**config.mk**
```make
export PLATFORM = sky130hd
export DESIGN_NAME = gemm_inst_sequencer
export DESIGN_NICKNAME = d
export VERILOG_FILES = /design/src/rtl/gemm_inst_sequencer.sv
export SDC_FILE = /design/constraint.sdc
export NUM_CORES = 1
export LEC_CHECK = 0
export BUFFER_PORTS_ARGS = -buffer_cell sky130_fd_sc_hd__buf_4
export CORE_AREA = 8 8 172 174
export DETAILED_ROUTE_END_ITERATION = 10
export DIE_AREA = 0 0 180 182
export PLACE_DENSITY = 0.47
export SLEW_MARGIN = 20
export SYNTH_ARGS = -nofsm -noshare
export SYNTH_HDL_FRONTEND = slang
export SYNTH_SLANG_ARGS = --single-unit
```
**constraint.sdc**
```tcl
create_clock -name clk -period 6.2 [get_ports clk]
set_clock_uncertainty 0.1 [all_clocks]
set_input_delay 0.62 -clock clk [delete_from_list [all_inputs] [get_ports clk]]
set_output_delay 0.62 -clock clk [all_outputs]
set_load 0.02 [all_outputs]
```
**src/rtl/gemm_inst_sequencer.sv**
```systemverilog
// Instruction sequencer for the systolic array: decodes LD/ST/GEMM/DRAINSYS, moves tiles
// between external memory and the SRAM banks, and steps the array control state.
module gemm_inst_sequencer #(
    parameter int NUM_ROW              = 4,
    parameter int NUM_COL              = 4,
    parameter int DATA_WIDTH           = 8,
    parameter int OUT_DATA_WIDTH       = 32,
    parameter int LOG2_SRAM_BANK_DEPTH = 5,
    parameter int CTRL_WIDTH           = 4,
    parameter int OPCODE_WIDTH         = 4,
    parameter int BUF_ID_WIDTH         = 2,
    parameter int MEM_LOC_WIDTH        = 10,
    parameter int WARMUP_CYCLES        = NUM_ROW,
    parameter int MEM_RD_WIDTH         = NUM_ROW * DATA_WIDTH
) (
    input  logic                                clk,
    input  logic                                rst_n,
    input  logic                                i_inst_valid,
    output logic                                o_inst_ready,
    input  logic [15:0]                         i_inst,
    output logic                                o_mem_rd_en,
    output logic [MEM_LOC_WIDTH-1:0]            o_mem_rd_addr,
    input  logic [MEM_RD_WIDTH-1:0]             i_mem_rd_data,
    output logic                                o_mem_wr_en,
    output logic [MEM_LOC_WIDTH-1:0]            o_mem_wr_addr,
    output logic [NUM_COL*OUT_DATA_WIDTH-1:0]   o_mem_wr_data,
    output logic                                o_top_wr_en,
    output logic [LOG2_SRAM_BANK_DEPTH-1:0]     o_top_wr_addr,
    output logic [NUM_COL*DATA_WIDTH-1:0]       o_top_wr_data,
    output logic                                o_left_wr_en,
    output logic [LOG2_SRAM_BANK_DEPTH-1:0]     o_left_wr_addr,
    output logic [NUM_ROW*DATA_WIDTH-1:0]       o_left_wr_data,
    output logic                                o_down_rd_en,
    output logic [LOG2_SRAM_BANK_DEPTH-1:0]     o_down_rd_addr,
    input  logic [NUM_COL*OUT_DATA_WIDTH-1:0]   i_down_rd_data,
    output logic [CTRL_WIDTH-1:0]               o_ctrl_state,
    output logic [LOG2_SRAM_BANK_DEPTH-1:0]     o_top_rd_start,
    output logic [LOG2_SRAM_BANK_DEPTH-1:0]     o_top_rd_end,
    output logic [LOG2_SRAM_BANK_DEPTH-1:0]     o_left_rd_start,
    output logic [LOG2_SRAM_BANK_DEPTH-1:0]     o_left_rd_end,
    output logic                                o_done,
    output logic                                o_err,
    output logic [15:0]                         o_inst_count
);
    localparam int CNT_W = 16;
    localparam logic [OPCODE_WIDTH-1:0] OP_LD       = OPCODE_WIDTH'(2);
    localparam logic [OPCODE_WIDTH-1:0] OP_ST       = OPCODE_WIDTH'(3);
    localparam logic [OPCODE_WIDTH-1:0] OP_GEMM     = OPCODE_WIDTH'(4);
    localparam logic [OPCODE_WIDTH-1:0] OP_DRAINSYS = OPCODE_WIDTH'(5);

    typedef enum logic [2:0] {S_IDLE, S_LD, S_ST, S_WARM, S_STEADY, S_DRAIN, S_ERR} state_t;

    state_t                            state_reg, state_next;
    logic [CNT_W-1:0]                  cnt_reg, cnt_next;
    logic [MEM_LOC_WIDTH-1:0]          mem_loc_reg, mem_loc_next;
    logic                              ld_left_reg, ld_left_next;
    logic [LOG2_SRAM_BANK_DEPTH-1:0]   k_reg, k_next;
    logic [LOG2_SRAM_BANK_DEPTH-1:0]   win_end_reg, win_end_next;
    logic [15:0]                       count_reg;
    logic                              ready_reg;

    logic [OPCODE_WIDTH-1:0]           dec_op;
    logic [BUF_ID_WIDTH-1:0]           dec_buf;
    logic [MEM_LOC_WIDTH-1:0]          dec_loc;
    logic [LOG2_SRAM_BANK_DEPTH-1:0]   dec_k;
    logic [CNT_W-1:0]                  ld_len;
    logic                              wr_phase;

    assign dec_op  = i_inst[15 -: OPCODE_WIDTH];
    assign dec_buf = i_inst[MEM_LOC_WIDTH +: BUF_ID_WIDTH];
    assign dec_loc = i_inst[MEM_LOC_WIDTH-1:0];
    assign dec_k   = dec_loc[LOG2_SRAM_BANK_DEPTH-1:0];
    assign ld_len  = ld_left_reg ? CNT_W'(NUM_ROW) : CNT_W'(NUM_COL);
    // Bank/memory writes trail the reads by one cycle, so they run while cnt is 1..N.
    assign wr_phase = (cnt_reg != '0);

    always_comb begin
        state_next   = state_reg;
        cnt_next     = cnt_reg + CNT_W'(1);
        mem_loc_next = mem_loc_reg;
        ld_left_next = ld_left_reg;
        k_next       = k_reg;
        win_end_next = win_end_reg;
        case (state_reg)
            S_IDLE: begin
                cnt_next = '0;
                if (i_inst_valid && ready_reg) begin
                    mem_loc_next = dec_loc;
                    ld_left_next = (dec_buf == BUF_ID_WIDTH'(1));
                    k_next       = dec_k;
                    case (dec_op)
                        OP_LD:       state_next = (dec_buf <= BUF_ID_WIDTH'(1)) ? S_LD : S_ERR;
                        OP_ST:       state_next = S_ST;
                        OP_GEMM: begin
                            if (dec_k == '0) begin
                                state_next = S_ERR;
                            end else begin
                                state_next   = S_WARM;
                                win_end_next = dec_k;
                            end
                        end
                        OP_DRAINSYS: state_next = S_DRAIN;
                        default:     state_next = S_ERR;
                    endcase
                end
            end
            S_LD:     if (cnt_reg == ld_len) state_next = S_IDLE;
            S_ST:     if (cnt_reg == CNT_W'(NUM_ROW)) state_next = S_IDLE;
            S_WARM: begin
                if (cnt_reg == CNT_W'(WARMUP_CYCLES - 1)) begin
                    state_next = S_STEADY;
                    cnt_next   = '0;
                end
            end
            S_STEADY: begin
                if (cnt_reg == CNT_W'(k_reg) - CNT_W'(1)) begin
                    state_next = S_DRAIN;
                    cnt_next   = '0;
                end
            end
            S_DRAIN:  if (cnt_reg == CNT_W'(NUM_ROW + NUM_COL - 1)) state_next = S_IDLE;
            default:  state_next = S_IDLE;
        endcase
    end

    always_comb begin
        o_mem_rd_en    = 1'b0;
        o_mem_rd_addr  = '0;
        o_mem_wr_en    = 1'b0;
        o_mem_wr_addr  = '0;
        o_mem_wr_data  = '0;
        o_top_wr_en    = 1'b0;
        o_top_wr_addr  = '0;
        o_top_wr_data  = '0;
        o_left_wr_en   = 1'b0;
        o_left_wr_addr = '0;
        o_left_wr_data = '0;
        o_down_rd_en   = 1'b0;
        o_down_rd_addr = '0;
        o_ctrl_state   = CTRL_WIDTH'(0);
        o_done         = 1'b0;
        o_err          = 1'b0;
        case (state_reg)
            S_LD: begin
                if (cnt_reg < ld_len) begin
                    o_mem_rd_en   = 1'b1;
                    o_mem_rd_addr = mem_loc_reg + MEM_LOC_WIDTH'(cnt_reg);
                end
                if (wr_phase && ld_left_reg) begin
                    o_left_wr_en   = 1'b1;
                    o_left_wr_addr = LOG2_SRAM_BANK_DEPTH'(cnt_reg - CNT_W'(1));
                    o_left_wr_data = i_mem_rd_data[NUM_ROW*DATA_WIDTH-1:0];
                end
                if (wr_phase && !ld_left_reg) begin
                    o_top_wr_en   = 1'b1;
                    o_top_wr_addr = LOG2_SRAM_BANK_DEPTH'(cnt_reg - CNT_W'(1));
                    o_top_wr_data = i_mem_rd_data[NUM_COL*DATA_WIDTH-1:0];
                end
                o_done = (cnt_reg == ld_len);
            end
            S_ST: begin
                if (cnt_reg < CNT_W'(NUM_ROW)) begin
                    o_down_rd_en   = 1'b1;
                    o_down_rd_addr = LOG2_SRAM_BANK_DEPTH'(cnt_reg);
                end
                if (wr_phase) begin
                    o_mem_wr_en   = 1'b1;
                    o_mem_wr_addr = mem_loc_reg + MEM_LOC_WIDTH'(cnt_reg - CNT_W'(1));
                    o_mem_wr_data = i_down_rd_data;
                end
                o_done = (cnt_reg == CNT_W'(NUM_ROW));
            end
            S_WARM:   o_ctrl_state = CTRL_WIDTH'(1);
            S_STEADY: o_ctrl_state = CTRL_WIDTH'(2);
            S_DRAIN: begin
                o_ctrl_state = CTRL_WIDTH'(3);
                o_done       = (cnt_reg == CNT_W'(NUM_ROW + NUM_COL - 1));
            end
            S_ERR:    o_err = 1'b1;
            default:  ;
        endcase
    end

    always_ff @(posedge clk) begin
        if (!rst_n) begin
            state_reg   <= S_IDLE;
            cnt_reg     <= '0;
            mem_loc_reg <= '0;
            ld_left_reg <= 1'b0;
            k_reg       <= '0;
            win_end_reg <= '0;
            count_reg   <= '0;
            ready_reg   <= 1'b0;
        end else begin
            state_reg   <= state_next;
            cnt_reg     <= cnt_next;
            mem_loc_reg <= mem_loc_next;
            ld_left_reg <= ld_left_next;
            k_reg       <= k_next;
            win_end_reg <= win_end_next;
            // Ready only while the FSM will sit in idle, so it is low during done/err cycles.
            ready_reg   <= (state_next == S_IDLE);
            if (o_done && count_reg != 16'hFFFF) count_reg <= count_reg + 16'd1;
        end
    end

    assign o_inst_ready    = ready_reg;
    assign o_inst_count    = count_reg;
    assign o_top_rd_start  = '0;
    assign o_left_rd_start = '0;
    assign o_top_rd_end    = win_end_reg;
    assign o_left_rd_end   = win_end_reg;
endmodule

```
==> results of run 1 <==
power groups by stage:
stage	Clock, W	Sequential, W	Combinational (W)
6_report	0.000366	0.000363	0.000408
5_1_grt	0.000384	0.000365	0.000444
4_1_cts	0.000376	0.000363	0.000412
3_5_place_dp	0	0.000371	0.000408
3_3_place_gp	0	0.000370	0.000412
2_1_floorplan	0	0.000363	0.000219
area by class of cell:
| type | instances | area share [%] |
|---|---|---|
| multi-input cells | 587 | 42.7 |
| repair buffers | 440 | 37.5 |
| inverters | 22 | 0.936 |
| clock buffers | 5 | 1.42 |
| flip-flops and latches | 52 | 11.8 |
| diodes | 3 | 0.0851 |
| well taps | 341 | 4.84 |
| clock inverters | 3 | 0.780 |
worst max-delay path by stage:
stage	end	slack [ns]	cells after the start
2_1_floorplan	o_mem_wr_addr[8]	2.49	10
6_report	o_mem_wr_data[79]	1.79	9
3_5_place_dp	o_mem_wr_data[79]	2.20	9
5_1_grt	o_mem_wr_data[79]	1.51	9
3_3_place_gp	o_mem_wr_data[81]	2.27	9
4_1_cts	o_mem_wr_data[79]	1.87	9
critical path, cell delays in order, from the launching register on:
cell	delay (ns)
dfxtp_1	0.55
inv_1	0.15
ha_1	0.30
and2_1	0.21
nand2_1	0.11
nand2_1	0.25
inv_2	0.57
buf_4	0.65
and2_1	0.34
buf_4	0.19
per-layer routing:
metal / vias up / GRT usage, % / share of wire, %
li1: 3074 / - / -
met3: 14 / 9.52 / 11
met1: 3026 / 28.6 / 43
met2: 347 / 37.6 / 45
met4: 2 / 2.93 / 1.0
met5: - / 0 / 0.032
logic make-up after synthesis:
family          synth area share [%]
compound gates                  8.19
xor+xnor                        8.31
fa+ha+maj                       6.10
buf+inv                         7.99
flops                           20.2
mux                             2.93
other cells                   0.0726
simple gates                    46.2
metrics by stage:
| stage | cells | util [%] | area, um2 | hold slack [ns] | worst slack [ns] |
|---|---|---|---|---|---|
| final | 1453 | 33.1 | 8820 | 0.373 | 1.79 |
| after global routing | 1450 | 33.1 | 8810 | 0.413 | 1.51 |
| after CTS | 1450 | 33.1 | 8810 | 0.376 | 1.87 |
| after detailed placement | 1442 | 32.3 | 8620 | 0.365 | 2.20 |
| after global placement | 1442 | 32.3 | 8620 | 0.366 | 2.27 |
| after floorplan | 719 | - | 5220 | 0.348 | 2.49 |
cells in the mapped netlist (5+ instances only):
| cell | number |
|---|---|
| nor3_1 | 10 |
| nand2_1 | 50 |
| xnor2_1 | 27 |
| and2_1 | 203 |
| nor2b_1 | 9 |
| nand4_1 | 10 |
| nand2b_1 | 13 |
| mux2i_1 | 14 |
| inv_1 | 20 |
| nor2_1 | 77 |
| ha_1 | 22 |
| o21ai_0 | 8 |
| nand3_1 | 17 |
| clkbuf_1 | 30 |
| buf_4 | 21 |
| and4_1 | 5 |
| a21oi_1 | 22 |
| and3_1 | 6 |
| xor2_1 | 22 |
| dfxtp_1 | 52 |
==> flow_metrics.tcl, run 1 <==
set metrics [dict create \
    status "completed" \
    period_needed_ns 4.41 \
    routabilityCongestion 0.964 \
    power_density_nw_per_um2 129 \
    grtUsageTotal_pct 23.0 \
    swShare_pct 32.7 \
    layout.nets 1311 \
    synth_edf_count 0 \
    die_w_um 180 \
    p_leak_nw 4.44 \
    numCtsBuffers 5 \
    wire_per_inst_um 27.6 \
    yosysTopAreaCell "and2_1" \
    regToRegSetupSlack_ns 3.54 \
    drt-total-wl_mm 40.0 \
    drtIter0Drc 394 \
    num_rows 60 \
    finalSetupTns_ns 0 \
    dieArea_um2 32800 \
    io_pins 454 \
    clock_power_share_pct 32.2 \
    clkLatencyLatePin_ns 0.29 \
    clockBufferDepth 2 \
    ys_top_cells_by_area "and2_1 25%, dfxtp_1 20%, nor2_1 5.6%, ha_1 5.3%, xnor2_1 4.6%" \
    syn_inst 705 \
    final_max_slew_viol_count 0 \
    max_freq_ghz 0.227 \
    hold_viol_final 0 \
    yosys_warnings 0 \
    worstPathMaxFanout 82 \
    start_util_pct 19.4 \
    slew_headroom_pct 40.4 \
    fp.dieH_um 182 \
    setup_viol 0 \
    grt_max_degree 83 \
    ys_seq_elements 52 \
    synthesis.area_um2 5160 \
    min_to "mem_loc_reg[9]$_SDFFE_PN0P_" \
    pwr-share-seq_pct 31.9 \
    htreeDepth 2 \
    crit_type "reg2out" \
    hpwl_mm 35.4 \
    ant_nets 0 \
    r2r.worst_path.cells 7 \
    combinationalPowerShare_pct 35.9 \
    antenna_found_initial 8 \
    cts.sinks 52 \
    ys_async_sr_fraction_pct 0 \
    portBuffers 438 \
    synth-seq-area-share_pct 20.2 \
    power.switching_w 0.000372 \
    synth_ff_type "dfxtp_1" \
    r2r-end "o_inst_count[15]$_SDFFE_PN0P_" \
    arrival_ns 3.69 \
    rr_startpoint "cnt_reg[1]$_SDFF_PN0_" \
    worstPathRequired_ns 5.48 \
    p_int_w 0.000765 \
    cts_tree "yes" \
    netlist.area_leader.share_pct 24.6 \
    avgSynthCellArea_um2 7.33 \
    synth_cell_types 58 \
    fillers 2958 \
    hold_path.class "reg2reg" \
    viasPerCell 4.45 \
    area_growth_pct 70.7 \
    critPathCaptureType "primary output" \
    holdPathStages 2 \
    cts_hold_buf 0 \
    postCtsSetupBuffers 0 \
    worst_pin_slew_ns 0.893 \
    final_cell_mix "440 x buf_4, 203 x and2_1, 77 x nor2_1, 52 x dfxtp_1, 50 x nand2_1" \
    mostFrequentLayoutCell "buf_4" \
    grt_overflow 0 \
    drive_gt1_share_pct 41.5 \
    maxCapViolCount 0 \
    root_buffer "clkbuf_16" \
    total_power_w 0.00114 \
    grt_pass1_vias 6451 \
    rsz0062_at_grt "no" \
    grt_first_pass_wirelength_mm 53.7 \
    dr_total_vias 6463 \
    hp-start "mem_loc_reg[9]$_SDFFE_PN0P_" \
    crit_start "cnt_reg[0]$_SDFF_PN0_" \
    start_kind "register" \
    core_area_um2 26700 \
    vdd_drop_max_mv 0.110 \
    multi_input_area_um2 3760 \
    cts.clk_slew.worst_paths_ns 0.08 \
    drt-pass1-iter-count 5 \
    cts_resized 0 \
    period_share_pct 71.2 \
    regArea_um2 1040 \
    drcViolationCount 0 \
]
No activity file was read; power rests on OpenSTA's default activity.
==> inputs of run 2 (changes only) <==
--- a/config.mk
+++ b/config.mk
@@ -6,10 +6,10 @@
 export NUM_CORES = 1
 export LEC_CHECK = 0
 export BUFFER_PORTS_ARGS = -buffer_cell sky130_fd_sc_hd__buf_4
-export CORE_AREA = 8 8 172 174
+export CORE_AREA = 8 8 168 170
 export DETAILED_ROUTE_END_ITERATION = 10
-export DIE_AREA = 0 0 180 182
-export PLACE_DENSITY = 0.47
+export DIE_AREA = 0 0 176 178
+export PLACE_DENSITY = 0.5
 export SLEW_MARGIN = 20
 export SYNTH_ARGS = -nofsm -noshare
 export SYNTH_HDL_FRONTEND = slang
==> constraint.sdc (replaced) <==
create_clock -name clk -period 3.7 [get_ports clk]
set_clock_uncertainty 0.1 [all_clocks]
set_input_delay 0.37 -clock clk [delete_from_list [all_inputs] [get_ports clk]]
set_output_delay 0.37 -clock clk [all_outputs]
set_load 0.02 [all_outputs]
==> run 2 against run 1 <==
Net effect:
- non-clock buffer count rose by 10
- setup slack got worse by 1.6 ns
- critical path type unchanged
- via count fell by 1.5%
==> flow_metrics.tcl, run 2 (same netlist as run 1, synthesis figures left out) <==
set metrics [dict create \
    hold_slack_ns 0.221 \
    hold_path.class "in2reg" \
    grt_max_degree 110 \
    critPathCaptureType "primary output" \
    combinationalPowerShare_pct 35.6 \
    viasPerCell 4.37 \
    layout.nets 1321 \
    cts_tree "yes" \
    grt_pass1_vias 6495 \
    drt-total-wl_mm 37.8 \
    worst_pin_slew_ns 0.719 \
    num_rows 59 \
    start_util_pct 20.2 \
    grt_overflow 0 \
    cts.sinks 52 \
    worstPathMaxFanout 3 \
    power.switching_w 0.000612 \
    period_needed_ns 3.56 \
    max_stage_delay_ns 0.54 \
    wl_met1_mm 15.1 \
    antenna_found_initial 2 \
    mostFrequentLayoutCell "buf_4" \
    core_area_um2 25600 \
    rsz0062_at_grt "no" \
    p_leak_nw 4.52 \
    final_cell_mix "449 x buf_4, 203 x and2_1, 77 x nor2_1, 50 x nand2_1, 50 x dfxtp_1" \
    final_max_slew_viol_count 0 \
    hold_viol_final 0 \
    vdd_drop_max_mv 0.163 \
    dieArea_um2 31300 \
    dp.cells 1445 \
    fp.dieH_um 178 \
    swShare_pct 32.1 \
    path_buf_inv 1 \
    grtUsageTotal_pct 22.5 \
    final_cells 1456 \
    slew_headroom_pct 51.9 \
    crit_type "reg2out" \
    maxCapViolCount 0 \
    portBuffers 438 \
    clock_power_share_pct 32.5 \
    ant_nets 0 \
    pwr-share-seq_pct 31.9 \
    area_growth_pct 72.9 \
    worstPathRequired_ns 3.23 \
    root_buffer "clkbuf_16" \
    met3_length_mm 5.55 \
    status "completed" \
    drcViolationCount 0 \
    arrival_ns 3.09 \
    io_pins 454 \
    drive_gt1_share_pct 42.7 \
    dr_total_vias 6365 \
    clockBufferDepth 2 \
    wire_per_inst_um 26.0 \
    drtIter0Drc 266 \
    path_cells "or4_4, or3_4, nor2_1, xnor2_1, ha_1, or3_1, a311o_1, and3_1, nor3_2, buf_4" \
    highest_layer "met4" \
    power_density_nw_per_um2 214 \
    max_freq_ghz 0.281 \
    cts.clk_slew.worst_paths_ns 0.07 \
    period_share_pct 96.1 \
    hpwl_mm 33.4 \
    cpMaxStageDelayCell "or4_4" \
    p_int_w 0.00130 \
    clkLatencyLatePin_ns 0.30 \
    grt_first_pass_wirelength_mm 50.3 \
    route.met2.wl_mm 17.0 \
    htreeDepth 2 \
    die_w_um 176 \
    setup_viol 0 \
    routabilityCongestion 0.869 \
    start_kind "register" \
    drt-pass1-iter-count 5 \
    cpLargestDelayFamily "simple AND/OR/NAND/NOR gates" \
    numCtsBuffers 5 \
]
run 2: cell types whose count changed in the layout (fill, tap and decap cells not counted), moves of 2 or more:
cell	change
buf_4	+9
dfxtp_1	-2
dfxtp_2	+2
xnor2_1	-2
xnor2_2	+2
run 2: power by group through the flow:
stage	clock network (W)	registers (W)	logic [W]
3_5_place_dp	0	0.000621	0.000666
3_3_place_gp	0	0.000620	0.000665
4_1_cts	0.000633	0.000608	0.000670
2_1_floorplan	0	0.000608	0.000367
6_report	0.000620	0.000609	0.000679
5_1_grt	0.000653	0.000612	0.000740
run 2: final timing paths:
path                                    start                          end  slack [ns]  cells past startpoint
setup / recovery        cnt_reg[2]$_SDFF_PN0_             o_mem_wr_addr[8]        0.14                     10
hold / removal                      i_inst[5]  mem_loc_reg[5]$_SDFFE_PN0P_        0.22                      3
setup reg to reg  mem_loc_reg[1]$_SDFFE_PN0P_        cnt_reg[1]$_SDFF_PN0_        1.11                      8
hold reg to reg   mem_loc_reg[9]$_SDFFE_PN0P_  mem_loc_reg[9]$_SDFFE_PN0P_        0.37                      2
run 2: routing by layer:
layer	vias up	track usage (%)
met1	2948	26.4
met3	10	14.0
met2	301	35.5
met5	-	0
li1	3106	-
met4	0	1.98
run 2: through the flow:
step                      total power, W  util, %  area (um2)  setup TNS [ns]  setup WS, ns
after CTS                        0.00191     34.7        8880        -0.00103      -0.00103
after detailed placement         0.00129     33.9        8690               0         0.320
final                            0.00191     34.9        8930               0         0.144
after floorplan                 0.000976        -        5220               0         0.240
after global placement           0.00129     33.9        8690               0         0.406
after global routing             0.00201     34.8        8930               0        0.0320
run 2: area by class of cell:
class | instances | area, um2
Fill cell | 2845 | 16700
Multi-Input combinational cell | 587 | 3800
Timing Repair Buffer | 450 | 3390
Sequential cell | 52 | 1040
Tap cell | 335 | 419
Clock buffer | 5 | 125
Inverter | 22 | 82.6
Clock inverter | 3 | 68.8
Antenna cell | 2 | 5.00
run 2: worst min-delay path, cell delays in order:
cell and delay, ns:
buf_4 0.11, nand2_1 0.04, a21oi_1 0.05
run 2: timing repair:
| action | in CTS | in global routing |
|---|---|---|
| hold buffers | 0 | 0 |
| endpoints found under the setup margin | 1 | 5 |
| pin swaps | 0 | 1 |
| buffers inserted | 0 | 1 |
| gates cloned | 0 | 0 |
| gates resized for setup | 0 | 8 |
